`src/rtl/wb_pkg.sv`:
```
// ----------------------------------------------------------------------------
// wb_pkg
//
// Shared definitions for the register-file write-back arbiter.
//
// Contents:
//   WB_WORDSIZE  default result / register-file data width
//   WB_DEPTH     default number of buffered mul/div results
//   WB_STARVE    default number of consecutive lost arbitrations the
//                buffered mul/div head tolerates before a stall is requested
//   wb_req_t     one pending register-file write (destination + data)
//   wb_is_real_dest()  true when a destination is an architectural register
//                      that can actually be written (x0 is hard-wired zero)
// ----------------------------------------------------------------------------
package wb_pkg;

   localparam int WB_WORDSIZE = 32;
   localparam int WB_DEPTH    = 4;
   localparam int WB_STARVE   = 8;

   // One pending write to the register file.
   typedef struct packed {
      logic [4:0]             rdn;
      logic [WB_WORDSIZE-1:0] rdd;
   } wb_req_t;

   // Writes to x0 have no architectural effect, so anything targeting it is
   // dropped rather than spending a write-port slot on it.
   function automatic logic wb_is_real_dest(input logic [4:0] rdn);
      return (rdn != 5'd0);
   endfunction

endpackage

```
`src/rtl/wb_fifo.sv`:
```
// ----------------------------------------------------------------------------
// wb_fifo
//
// Small synchronous FIFO that buffers mul/div results until the write port
// is free. The entry type is a parameter so the arbiter can hand in a
// request struct sized to its own data width.
//
// Parameters:
//   Depth    number of entries (power of two, >= 2)
//   entry_t  stored element type
//
// Ports:
//   clk    in   clock, all state changes on posedge
//   rstn   in   asynchronous active-low reset; empties the FIFO
//   push   in   write push_data this cycle (ignored when full)
//   data   in   entry to store
//   pop    in   discard the head this cycle (ignored when empty)
//   full   out  no free entry (from registered count only)
//   empty  out  no stored entry (from registered count only)
//   head   out  oldest stored entry, valid whenever empty is low
// ----------------------------------------------------------------------------
module wb_fifo
   import wb_pkg::*;
#(
   parameter int  Depth   = WB_DEPTH,
   parameter type entry_t = wb_req_t
) (
   input  logic   clk,
   input  logic   rstn,
   input  logic   push,
   input  entry_t data,
   input  logic   pop,
   output logic   full,
   output logic   empty,
   output entry_t head
);

   localparam int PtrW = $clog2(Depth);

   entry_t            mem [Depth];
   logic [PtrW-1:0]   rd_ptr;
   logic [PtrW-1:0]   wr_ptr;
   logic [PtrW:0]     count;
   logic              do_push;
   logic              do_pop;

   // Status comes purely from the registered count, so a same-cycle pop can
   // never open a slot for a push in that cycle.
   assign full  = (count == (PtrW+1)'(Depth));
   assign empty = (count == '0);
   assign head  = mem[rd_ptr];

   assign do_push = push && !full;
   assign do_pop  = pop  && !empty;

   // Storage has no reset: an entry is only ever read after it was written,
   // and emptiness is tracked by the pointers and count below.
   always_ff @(posedge clk) begin
      if (do_push) begin
         mem[wr_ptr] <= data;
      end
   end

   // Pointers are exactly log2(Depth) bits so they wrap on their own; the
   // extra count bit distinguishes full from empty.
   always_ff @(posedge clk or negedge rstn) begin
      if (!rstn) begin
         rd_ptr <= '0;
         wr_ptr <= '0;
         count  <= '0;
      end else begin
         if (do_push) begin
            wr_ptr <= wr_ptr + 1'b1;
         end
         if (do_pop) begin
            rd_ptr <= rd_ptr + 1'b1;
         end
         case ({do_push, do_pop})
            2'b10:   count <= count + 1'b1;
            2'b01:   count <= count - 1'b1;
            default: count <= count;
         endcase
      end
   end

endmodule

```
`src/rtl/wb_arbiter.sv`:
```
// ----------------------------------------------------------------------------
// wb_arbiter
//
// Write-back arbiter in front of the register file's single write port.
// The in-order pipeline has fixed priority and cannot be back-pressured;
// mul/div results arrive over valid/ready, are buffered in wb_fifo, and
// drain whenever the pipeline is not writing. A starvation counter forces a
// one-cycle pipeline stall so a buffered result is never held off forever.
//
// Parameters:
//   WordSize  result and write-port data width
//   Depth     mul/div result FIFO entries (power of two, >= 2)
//   Starve    lost arbitrations tolerated by the FIFO head before a stall
//
// Ports:
//   clk        in   clock
//   rstn       in   asynchronous active-low reset
//   pipe_wbe   in   pipeline write request
//   pipe_rdn   in   pipeline destination register
//   pipe_rdd   in   pipeline result
//   mdu_valid  in   mul/div result offered
//   mdu_rdn    in   mul/div destination register
//   mdu_rdd    in   mul/div result
//   mdu_ready  out  FIFO can accept a mul/div result
//   stall_req  out  pipeline must not write this cycle (registered)
//   wbe        out  register-file write enable (registered)
//   rdn        out  register-file destination (registered)
//   rdd        out  register-file write data (registered)
// ----------------------------------------------------------------------------
module wb_arbiter
   import wb_pkg::*;
#(
   parameter int WordSize = WB_WORDSIZE,
   parameter int Depth    = WB_DEPTH,
   parameter int Starve   = WB_STARVE
) (
   input  logic                clk,
   input  logic                rstn,
   input  logic                pipe_wbe,
   input  logic [4:0]          pipe_rdn,
   input  logic [WordSize-1:0] pipe_rdd,
   input  logic                mdu_valid,
   input  logic [4:0]          mdu_rdn,
   input  logic [WordSize-1:0] mdu_rdd,
   output logic                mdu_ready,
   output logic                stall_req,
   output logic                wbe,
   output logic [4:0]          rdn,
   output logic [WordSize-1:0] rdd
);

   localparam int CntW = $clog2(Starve + 1);
   localparam logic [CntW-1:0] StarveMax = CntW'(Starve);

   // Request type sized to this instance's data width.
   typedef struct packed {
      logic [4:0]          rdn;
      logic [WordSize-1:0] rdd;
   } req_t;

   req_t                fifo_data;
   req_t                fifo_head;
   logic                fifo_push;
   logic                fifo_pop;
   logic                fifo_full;
   logic                fifo_empty;

   logic                pipe_win;
   logic                wbe_next;
   logic [4:0]          rdn_next;
   logic [WordSize-1:0] rdd_next;

   logic [CntW-1:0]     starve_cnt;
   logic [CntW-1:0]     starve_next;
   logic                stall_next;

   // A result aimed at x0 still completes its handshake so the mul/div unit
   // is not held up, but it is never stored or written.
   assign mdu_ready        = !fifo_full;
   assign fifo_push        = mdu_valid && mdu_ready && wb_is_real_dest(mdu_rdn);
   assign fifo_data.rdn    = mdu_rdn;
   assign fifo_data.rdd    = mdu_rdd;

   wb_fifo #(
      .Depth   (Depth),
      .entry_t (req_t)
   ) u_fifo (
      .clk   (clk),
      .rstn  (rstn),
      .push  (fifo_push),
      .data  (fifo_data),
      .pop   (fifo_pop),
      .full  (fifo_full),
      .empty (fifo_empty),
      .head  (fifo_head)
   );

   // Write-port arbitration. A raised stall_req guarantees the pipeline is
   // idle, so the FIFO head goes first. Otherwise the pipeline wins whenever
   // it has a real destination; a pipeline write to x0 is simply dropped and
   // leaves the slot to the FIFO. With nothing to write, rdn/rdd hold their
   // last values and only wbe drops.
   always_comb begin
      fifo_pop = 1'b0;
      pipe_win = 1'b0;
      wbe_next = 1'b0;
      rdn_next = rdn;
      rdd_next = rdd;
      if (stall_req) begin
         if (!fifo_empty) begin
            fifo_pop = 1'b1;
            wbe_next = 1'b1;
            rdn_next = fifo_head.rdn;
            rdd_next = fifo_head.rdd;
         end
      end else if (pipe_wbe && wb_is_real_dest(pipe_rdn)) begin
         pipe_win = 1'b1;
         wbe_next = 1'b1;
         rdn_next = pipe_rdn;
         rdd_next = pipe_rdd;
      end else if (!fifo_empty) begin
         fifo_pop = 1'b1;
         wbe_next = 1'b1;
         rdn_next = fifo_head.rdn;
         rdd_next = fifo_head.rdd;
      end
   end

   // Count consecutive cycles in which a waiting FIFO head lost to the
   // pipeline. Any pop, or an empty FIFO, means nobody is waiting. The
   // stall request is raised from the next count so it lines up with the
   // cycle after the final lost arbitration, and the pop it forces clears
   // the count again, keeping the stall to exactly one cycle.
   always_comb begin
      starve_next = starve_cnt;
      if (fifo_pop || fifo_empty) begin
         starve_next = '0;
      end else if (pipe_win && (starve_cnt != StarveMax)) begin
         starve_next = starve_cnt + 1'b1;
      end
      stall_next = (starve_next == StarveMax);
   end

   // Registered write port, stall request and starvation count.
   always_ff @(posedge clk or negedge rstn) begin
      if (!rstn) begin
         wbe        <= 1'b0;
         rdn        <= '0;
         rdd        <= '0;
         starve_cnt <= '0;
         stall_req  <= 1'b0;
      end else begin
         wbe        <= wbe_next;
         rdn        <= rdn_next;
         rdd        <= rdd_next;
         starve_cnt <= starve_next;
         stall_req  <= stall_next;
      end
   end

endmodule

```
`config.mk`:
```
export PLATFORM = sky130hd
export DESIGN_NAME = wb_arbiter
export DESIGN_NICKNAME = d
export VERILOG_FILES = /design/src/rtl/wb_pkg.sv /design/src/rtl/wb_fifo.sv /design/src/rtl/wb_arbiter.sv
export SDC_FILE = /design/constraint.sdc
export NUM_CORES = 1
export LEC_CHECK = 0
export CORE_MARGIN = 2
export CORE_UTILIZATION = 40
export DETAILED_ROUTE_END_ITERATION = 10
export PLACE_DENSITY = 0.62
export SLEW_MARGIN = 10
export SYNTH_ARGS = -nofsm -noshare
export SYNTH_HDL_FRONTEND = slang
export SYNTH_SLANG_ARGS = --single-unit
```
`constraint.sdc`:
```
create_clock -name clk -period 2.61 [get_ports clk]
set_clock_uncertainty 0.15 [all_clocks]
set_input_delay 0.261 -clock clk [delete_from_list [all_inputs] [get_ports clk]]
set_output_delay 0.261 -clock clk [all_outputs]
set_load 0.02 [all_outputs]
```
==> Yosys cells after proc, flatten, opt, wreduce, memory -nomap -nowiden <==
Memory sizes are Yosys's and may differ from the RTL's.
Index checks and enable logic that the tools add are counted.
{ "totals": {"ff_bits": 50, "ramBits": 148, "inputBits": 78, "n_memories": 1} }
{ "memory_table": {"columns": ["name", "depth", "width", "rd", "rd_ports_with_merged_regs", "write_ports", "line", "rtl"], "rows": [
  ["u_fifo.mem", 4, 37, 1, 0, 1, "wb_fifo.sv:40", "entry_t mem [Depth];"]
]} }
{ "classes": {"n_addsub": 5, "n_eq_ne": 5, "mux": 18, "n_reduce_logical": 13} }
{ "op_table": {"columns": ["cell", "n"], "rows": [
  ["$mux W32", 3],
  ["$mux W5", 3],
  ["$reduce_bool A5 Y1", 2],
  ["$mux W1", 9],
  ["$mux W4", 2],
  ["$logic_and A1 B1 Y1", 6],
  ["$pmux W3 S2", 1],
  ["$add A2 B1 Y2 const B", 2],
  ["$add A4 B1 Y4 const B", 1],
  ["$eq A4 B4 Y1 const B", 1],
  ["$ne A4 B4 Y1 const B", 1],
  ["$add A3 B1 Y3 const B", 1],
  ["$eq A3 B3 Y1 const B", 1],
  ["$logic_not A3 Y1", 1],
  ["$sub A3 B1 Y3 const B", 1],
  ["$eq A2 B1 Y1 const B", 1],
  ["$eq A2 B2 Y1 const B", 1],
  ["$logic_not A1 Y1", 2],
  ["$reduce_bool A2 Y1", 1],
  ["$logic_or A1 B1 Y1", 1]
]} }

==> Logic depth before layout (Yosys ltp) <==
Gate-level depths: netlist (run 1).
{ "depth": {"ltp_word": 8, "mapped_depth": 10} }

==> Hierarchy <==
From an unflattened synthesis (run 1), not the netlist that was laid out.
{ "unflattened": {"hier_cells": 386, "hier_area_um2": 7948.9} }
{ "by_module_without_submodules": {"columns": ["mod", "instances", "cells_each", "area_per_inst_um2"], "rows": [
  ["wb_fifo", 1, 230, 5755.5],
  ["wb_arbiter", 1, 156, 2193.4]
]} }

==> Least setup slack after synthesis (run 1) <==
OpenSTA, ideal clock, no wires.
{ "synth_path": {"kind": "reg2reg", "from": "reg u_fifo.count[0]", "to": "mem u_fifo.mem[0][0] (netlist bit), enable pin", "arrival_ns": 1.887, "required_time_ns": 2.062, "slack_ns": 0.175, "stages_incl_launch_ff": 5, "period_less_slack_ns": 2.435, "path_cell_list": "dfrtp_1 inv_1 nand3_1 o211a_1 and2_1"} }
{ "synth_between": {"elab_chain_len": 7} }
{ "synth_lines": {"columns": ["item", "line", "rtl"], "rows": [
  ["from (decl)", "wb_fifo.sv:43", "logic [PtrW:0] count;"],
  ["from (signal assigned)", "wb_fifo.sv:79", "2'b10: count <= count + 1'b1;"],
  ["from (signal assigned)", "wb_fifo.sv:80", "2'b01: count <= count - 1'b1;"],
  ["from (signal assigned)", "wb_fifo.sv:81", "default: count <= count;"],
  ["$eq A3 B3 Y1 *", "wb_fifo.sv:49", "assign full = (count == (PtrW+1)'(Depth));"],
  ["$logic_not A1 Y1 *", "wb_arbiter.sv:79", "assign mdu_ready = !fifo_full;"],
  ["via mdu_ready", "wb_arbiter.sv:45", "output logic mdu_ready,"],
  ["$logic_and A1 B1 Y1 (2 in series)", "wb_arbiter.sv:80", "assign fifo_push = mdu_valid && mdu_ready && wb_is_real_dest(mdu_rdn);"],
  ["$logic_and A1 B1 Y1 *", "wb_fifo.sv:53", "assign do_push = push && !full;"],
  ["$mux W1 *", "wb_fifo.sv:59", "if (do_push) begin"],
  ["$mux W1 (implied by the code) *", "wb_fifo.sv:60", "mem[wr_ptr] <= data;"],
  ["to (decl)", "wb_fifo.sv:40", null]
]} }
Mark *: on every way through the listed nets, which the timed path passes. The rest lies on a longest branch.

==> Final worst setup path (run 1) <==
{ "layout_path": {"from": "in mdu_rdn[0]", "to": "reg u_fifo.count[2]"} }
{ "layout_between": {"elab_chain_len": 5, "word_cells_on_any_way": 7} }
{ "layout_lines": {"columns": ["item", "line", "rtl"], "rows": [
  ["from (decl)", "wb_arbiter.sv:43", "input logic [4:0] mdu_rdn,"],
  ["$reduce_bool A5 Y1 *", "wb_pkg.sv:30", "return (rdn != 5'd0);"],
  ["$logic_and A1 B1 Y1 *", "wb_arbiter.sv:80", null],
  ["$logic_and A1 B1 Y1 *", "wb_fifo.sv:53", null],
  ["$eq A2 B1 Y1 / $eq A2 B2 Y1 (equally long branches)", "wb_fifo.sv:78", "case ({do_push, do_pop})"],
  ["$pmux W3 S2 / $reduce_bool A2 Y1 (equally long branches)", null, null]
]} }
Every way passes the cells marked *; elsewhere a longest branch is shown, timed or not.
A chain may end at the register's enable or synchronous reset.

==> metrics.yaml, run 1 <==
outcome: "finished clean"
ys_ff_latch: 198
routedWlPerCell_um: 18.0
worstMarginPinSlew_ps: 824
grt_setup_unrepaired: "false"
hold_ws_ps: 155
core_mm2: 0.0188
seq_power_share: 0.424
stdcell_count: 869
ys_seq_area_frac: 0.738
post-route-drc-count: 0
route.final.wire_length_um: 15600
dp_hpwl_um: 9980
period_needed_ps: 2410
end_kind: "flop"
cts_root_buf: "clkbuf_16"
critPathMaxFanout: 5
first_global_vias: 4496
port_buffers: 117
std_cell_rows: 50
grt_max_degree: 81
irDropWorstVdd_uv: 526
antenna_cells: 0
synthesis.nets: 549
setup_viol: 0
synth_area_per_cell_um2: 16.7
numCtsBuffers: 17
syn-cell-area_mm2: 0.00772
synth-main-ff-cell: "edfxtp_1"
antenna_found_initial: 0
yosysMostFrequentCell: "edfxtp_1"
worstPathArrival_ps: 2610
pwr-share-comb: 0.327
finalMaxSlewViolations: 0
netSwitchingFraction: 0.296
vias: 4323
grt_use_met2: 0.270
startpoint_type: "primary input"
grt.total_usage: 0.160
globalRouteMet3Util: 0.0315
place_inst: 837
busiest_layer: "met2"
power.clock.fraction: 0.249
grt_pass1_wl_um: 24200
intPower_mw: 7.48
yosysTopAreaCellShare: 0.576
path_clk_slew_ps: 70
yosysTopAreaCell: "edfxtp_1"
yosys-top-cells-count: "edfxtp_1 (148), nand2_1 (76), dfrtp_1 (50)"
clock_sinks: 198
ioPinCount: 118
initial_core_util: 0.410
p_per_area_mw_per_mm2: 1060
yosys_warnings: 0
synth-edff-count: 148
fillers: 1550
cts_tree: "done"
worstSetupPathType: "in2reg"
grt_use_met1: 0.210
drt_pre_antenna_iters: 7
dieArea_mm2: 0.0204
drive_gt1_frac: 0.154
ff_latch_area_mm2: 0.00570
cts_resized: 0
ys_top_cells_by_area: "edfxtp_1 (58%), dfrtp_1 (16%), mux4_2 (11%), nand2_1 (3.7%), a31oi_1 (3.0%)"
synth_cells: 463
antenna_left: 0
p_switching_mw: 3.15
htree_num_levels: 4
post-route-period-util: 0.925
dp_slack_ps: -218
layout.nets: 683
fmax_mhz: 414
leakage_nw: 3.55
grt_overflow: 0
gp_congestion: 0.760
clock_latency_ps: 420
hold_class: "in2async"
drtIter0Drc: 180
final-hold-violation-count: 0
multi_input_area_mm2: 0.00189
tns_ps: 0
relSlewSlack: 0.451
synth_cell_types: 28
critical_path_required_ps: 2800
syn_to_final_growth_pct: 29.5
die_w_um: 143
fin_ws_ps: 196
async_reset_ff_frac: 0.253
cap_violations: 0
die_h_um: 143
viasPerCell: 4.97
cts.path.max_buffers: 2
==> state kept, by name (all words and copies together), names as in the netlist <==
signal,cells
rdd,32
u_fifo.count,3
starve_cnt,4
rdn,5
u_fifo.mem,148
wbe,1
stall_req,1
u_fifo.wr_ptr,2
u_fifo.rd_ptr,2
==> critical path, stage by stage <==
cell	delay [ps]
clkdlybuf4s50_1	470
or4_1	550
o211a_1	230
inv_1	70
ha_1	170
inv_1	60
fa_1	370
xor2_1	150
nor2_1	110
xor2_1	170
==> stage by stage <==
stage | power, mW | utilization | cell area, um^2
2_1_floorplan | 6.62 | - | 7720
3_3_place_gp | 8.05 | 0.499 | 9390
3_5_place_dp | 8.12 | 0.499 | 9390
4_1_cts | 10.8 | 0.531 | 9990
5_1_grt | 11.2 | 0.531 | 9990
6_report | 10.6 | 0.531 | 9990
==> layer usage <==
metal | routed length [um] | vias up
met5 | 0 | -
met4 | 209 | 0
met3 | 621 | 13
met2 | 7670 | 104
met1 | 7110 | 2196
li1 | - | 2010
==> layout by cell type (no fill, tap or decap), types with 7 or more instances in the layout <==
cell type,n
a31oi_1,37
buf_12,10
buf_4,11
clkbuf_16,17
clkdlybuf4s50_1,116
dfrtp_1,48
edfxtp_1,148
ha_1,7
inv_1,8
mux4_2,37
nand2_1,76
nor2_1,39
==> timing repair <==
item                      in CTS  in global routing
hold endpoints to repair      14                  0
buffers inserted               0                  0
hold buffers                   1                  0
==> cells by family (layout without fill, tap and decap cells) <==
group | Yosys count | count (layout) | synth area share
adder cells (fa/ha/maj) | 8 | 8 | 0.0139
AO/OA/AOI/OAI | 40 | 40 | 0.0340
multiplexers | 41 | 41 | 0.113
AND/OR/NAND/NOR | 135 | 135 | 0.0716
XOR/XNOR | 9 | 9 | 0.0102
buffers and inverters | 32 | 178 | 0.0190
flip-flops | 198 | 198 | 0.738
==> power groups by stage <==
stage               sequential (mW)  combinational (mW)  clock (mW)
floorplan                      4.77                1.85           0
detailed placement             4.58                3.54           0
finish                         4.51                3.48        2.65
CTS                            4.52                3.55        2.70
global placement               4.54                3.50           0
global route                   4.59                3.77        2.84
==> final cells by class <==
class / count / share of cell area
Sequential cell: 198 / 0.570
Multi-Input combinational cell: 233 / 0.189
Timing Repair Buffer: 139 / 0.146
Clock buffer: 20 / 0.0437
Tap cell: 260 / 0.0325
Clock inverter: 11 / 0.0158
Inverter: 8 / 0.00300
==> worst paths after layout <==
path | depth (start not counted) | from | slack, ps | end
max reg2reg | 10 | u_fifo.count[0] | 440 | u_fifo.count[2]
min in group clk | 3 | pipe_rdd[4] | 260 | rdd[4]
min reg2reg | 2 | rdd[29] | 390 | rdd[29]
min | 2 | rstn | 150 | rdd[3]
max | 10 | mdu_rdn[0] | 200 | u_fifo.count[2]
max in group asynchronous | 3 | rstn | 1500 | u_fifo.rd_ptr[1]
(Power assumes the default switching activity.)
==> inputs of run 2 (changes only) <==
CORE_UTILIZATION = 50   (was 40)
PLACE_DENSITY = 0.75   (was 0.62)
==> metrics.yaml, run 2 (same netlist as run 1, synthesis figures left out) <==
irDropWorstVdd_uv: 550  # +4.4%
power.clock.fraction: 0.237  # -0.012
final-hold-violation-count: 0  # unchanged
antenna_left: 0  # unchanged
clock_latency_ps: 430  # about the same
netSwitchingFraction: 0.303  # +0.00660
fmax_mhz: 426  # +2.8%
first_global_vias: 4639  # +3.2%
finalMaxSlewViolations: 0  # unchanged
drtIter0Drc: 322  # +79%
cts_root_buf: "clkbuf_16"
outcome: "finished clean"
highest_layer: "met4"
viasPerCell: 5.49  # +10%
ioPinCount: 118  # unchanged
die_w_um: 128  # -10%
p_per_area_mw_per_mm2: 1060  # -0.65%
syn_to_final_growth_pct: 27.8
drive_gt1_frac: 0.154  # -0.000505
fin_total_pwr_mw: 10.4  # -1.9%
initial_core_util: 0.510  # +0.0997
intPower_mw: 7.27  # -2.8%
gp_congestion: 0.724  # -4.7%
grt_pass1_wl_um: 24400  # +0.63%
route.met2.wl_um: 7680  # +0.16%
port_buffers: 117  # unchanged
cts_resized: 0  # unchanged
grt_setup_unrepaired: "false"
die_h_um: 128  # -10%
hold_class: "in2async"
core_mm2: 0.0151  # -20%
post-route-drc-count: 0  # unchanged
tns_ps: 0  # unchanged
fin_ws_ps: 263  # +66.8 ps
met3_length_um: 838  # +35%
route.final.wire_length_um: 15200  # -2.4%
top_regs: "u_fifo.mem (148), rdd (32), rdn (5)"
layout.nets: 684  # +0.15%
cap_violations: 0  # unchanged
largest_register_ffs: 148  # unchanged
p_switching_mw: 3.16  # +0.28%
antenna_cells: 0  # unchanged
worstMarginPinSlew_ps: 794  # -29.9 ps
wl_met1_um: 6520  # -8.4%
startpoint_type: "primary input"
worstPathArrival_ps: 2550  # -60 ps
layout_common_cells: "edfxtp_1 (148), clkdlybuf4s50_1 (116), nand2_1 (76)"
setup_viol: 0  # unchanged
r2r_start: "u_fifo.count[0]"
end_kind: "flop"
vias: 4384  # +1.4%
routedWlPerCell_um: 19.1  # +6.1%
drt_pre_antenna_iters: 4  # -3
numCtsBuffers: 17  # unchanged
antenna_found_initial: 0  # unchanged
relSlewSlack: 0.470  # +0.0199
dp_hpwl_um: 9550  # -4.3%
critical_path_required_ps: 2810  # about the same
htree_num_levels: 4  # unchanged
grt_max_degree: 81  # unchanged
dieArea_mm2: 0.0164  # -19%
std_cell_rows: 45  # -10%
cp-startpoint: "pipe_rdn[1]"
pwr-share-comb: 0.326  # about the same
clock_sinks: 198  # unchanged
cts.path.max_buffers: 2  # unchanged
top_register: "u_fifo.mem"
post-route-period-util: 0.899  # -0.0256
dp_slack_ps: -164  # +54.5 ps
grt.total_usage: 0.201  # +0.0405
worstSetupPathType: "in2reg"
leakage_nw: 3.52  # -0.82%
cts_tree: "done"
final_common_cell: "edfxtp_1"
period_needed_ps: 2350  # -66.8 ps
grt_overflow: 0  # unchanged
seq_power_share: 0.437  # +0.013
path_clk_slew_ps: 70  # about the same
fillers: 1032  # -33%
critPathMaxFanout: 2  # -3
## run 2: changes by cell type in the layout (fill, tap and decap cells not counted)
| cell | previous run | this run |
|---|---|---|
| buf_4 | 11 | 12 |
| bufinv_16 | 4 | 2 |
| clkbuf_1 | 3 | 5 |
| clkinv_2 | 2 | 1 |
| clkinv_4 | 1 | 0 |
| clkinvlp_4 | 1 | 4 |
## run 2: worst paths after layout
kind	slack [ps]	endpoint	cells past startpoint
min in group clk	260	rdd[26]	3
max reg2reg	440	u_fifo.count[1]	6
min	250	rdd[31]	2
max	260	u_fifo.count[2]	10
min reg2reg	390	rdd[1]	2
max in group asynchronous	1360	u_fifo.rd_ptr[0]	3
## run 2: power by group through the flow
stage | Clock, mW | Combinational [mW] | Sequential [mW]
2_1_floorplan | 0 | 1.85 | 4.77
3_3_place_gp | 0 | 3.39 | 4.58
3_5_place_dp | 0 | 3.46 | 4.63
4_1_cts | 2.51 | 3.48 | 4.57
5_1_grt | 2.64 | 3.71 | 4.64
6_report | 2.47 | 3.40 | 4.56
## run 2: area by class of cell
type | count | area, um^2 | share of cell area
clock inverters | 10 | 106 | 0.0108
multi-input cells | 233 | 1890 | 0.191
flip-flops and latches | 198 | 5700 | 0.577
clock buffers | 22 | 444 | 0.0450
repair buffers | 140 | 1470 | 0.149
inverters | 8 | 30.0 | 0.00304
well taps | 188 | 235 | 0.0238
## run 2: per-stage QoR
step | std cells | util | hold WS, ps | area, um^2
detailed placement | 766 | 0.615 | 176 | 9310
floorplan | 463 | - | -185 | 7720
global route | 799 | 0.652 | 259 | 9870
CTS | 799 | 0.652 | 244 | 9870
global placement | 766 | 0.615 | 153 | 9310
finish | 799 | 0.652 | 253 | 9870
## run 2: timing repair
action                                 in CTS  in global routing
buffers inserted                            0                  0
endpoints found under the hold margin      23                  0
hold buffers                                1                  0
## run 2: routing by layer
metal / vias to the layer above / global-route usage
met5: - / 0
met2: 135 / 0.332
li1: 2020 / -
met4: 0 / 0.0646
met3: 18 / 0.0538
met1: 2211 / 0.262
## run 2: worst max-delay path: stages
cell             delay, ps
clkdlybuf4s50_1        420
or4_4                  560
o21ai_4                140
and2_1                 160
ha_1                   170
inv_1                   60
fa_1                   370
xor2_1                 150
nor2_1                 110
xor2_1                 150
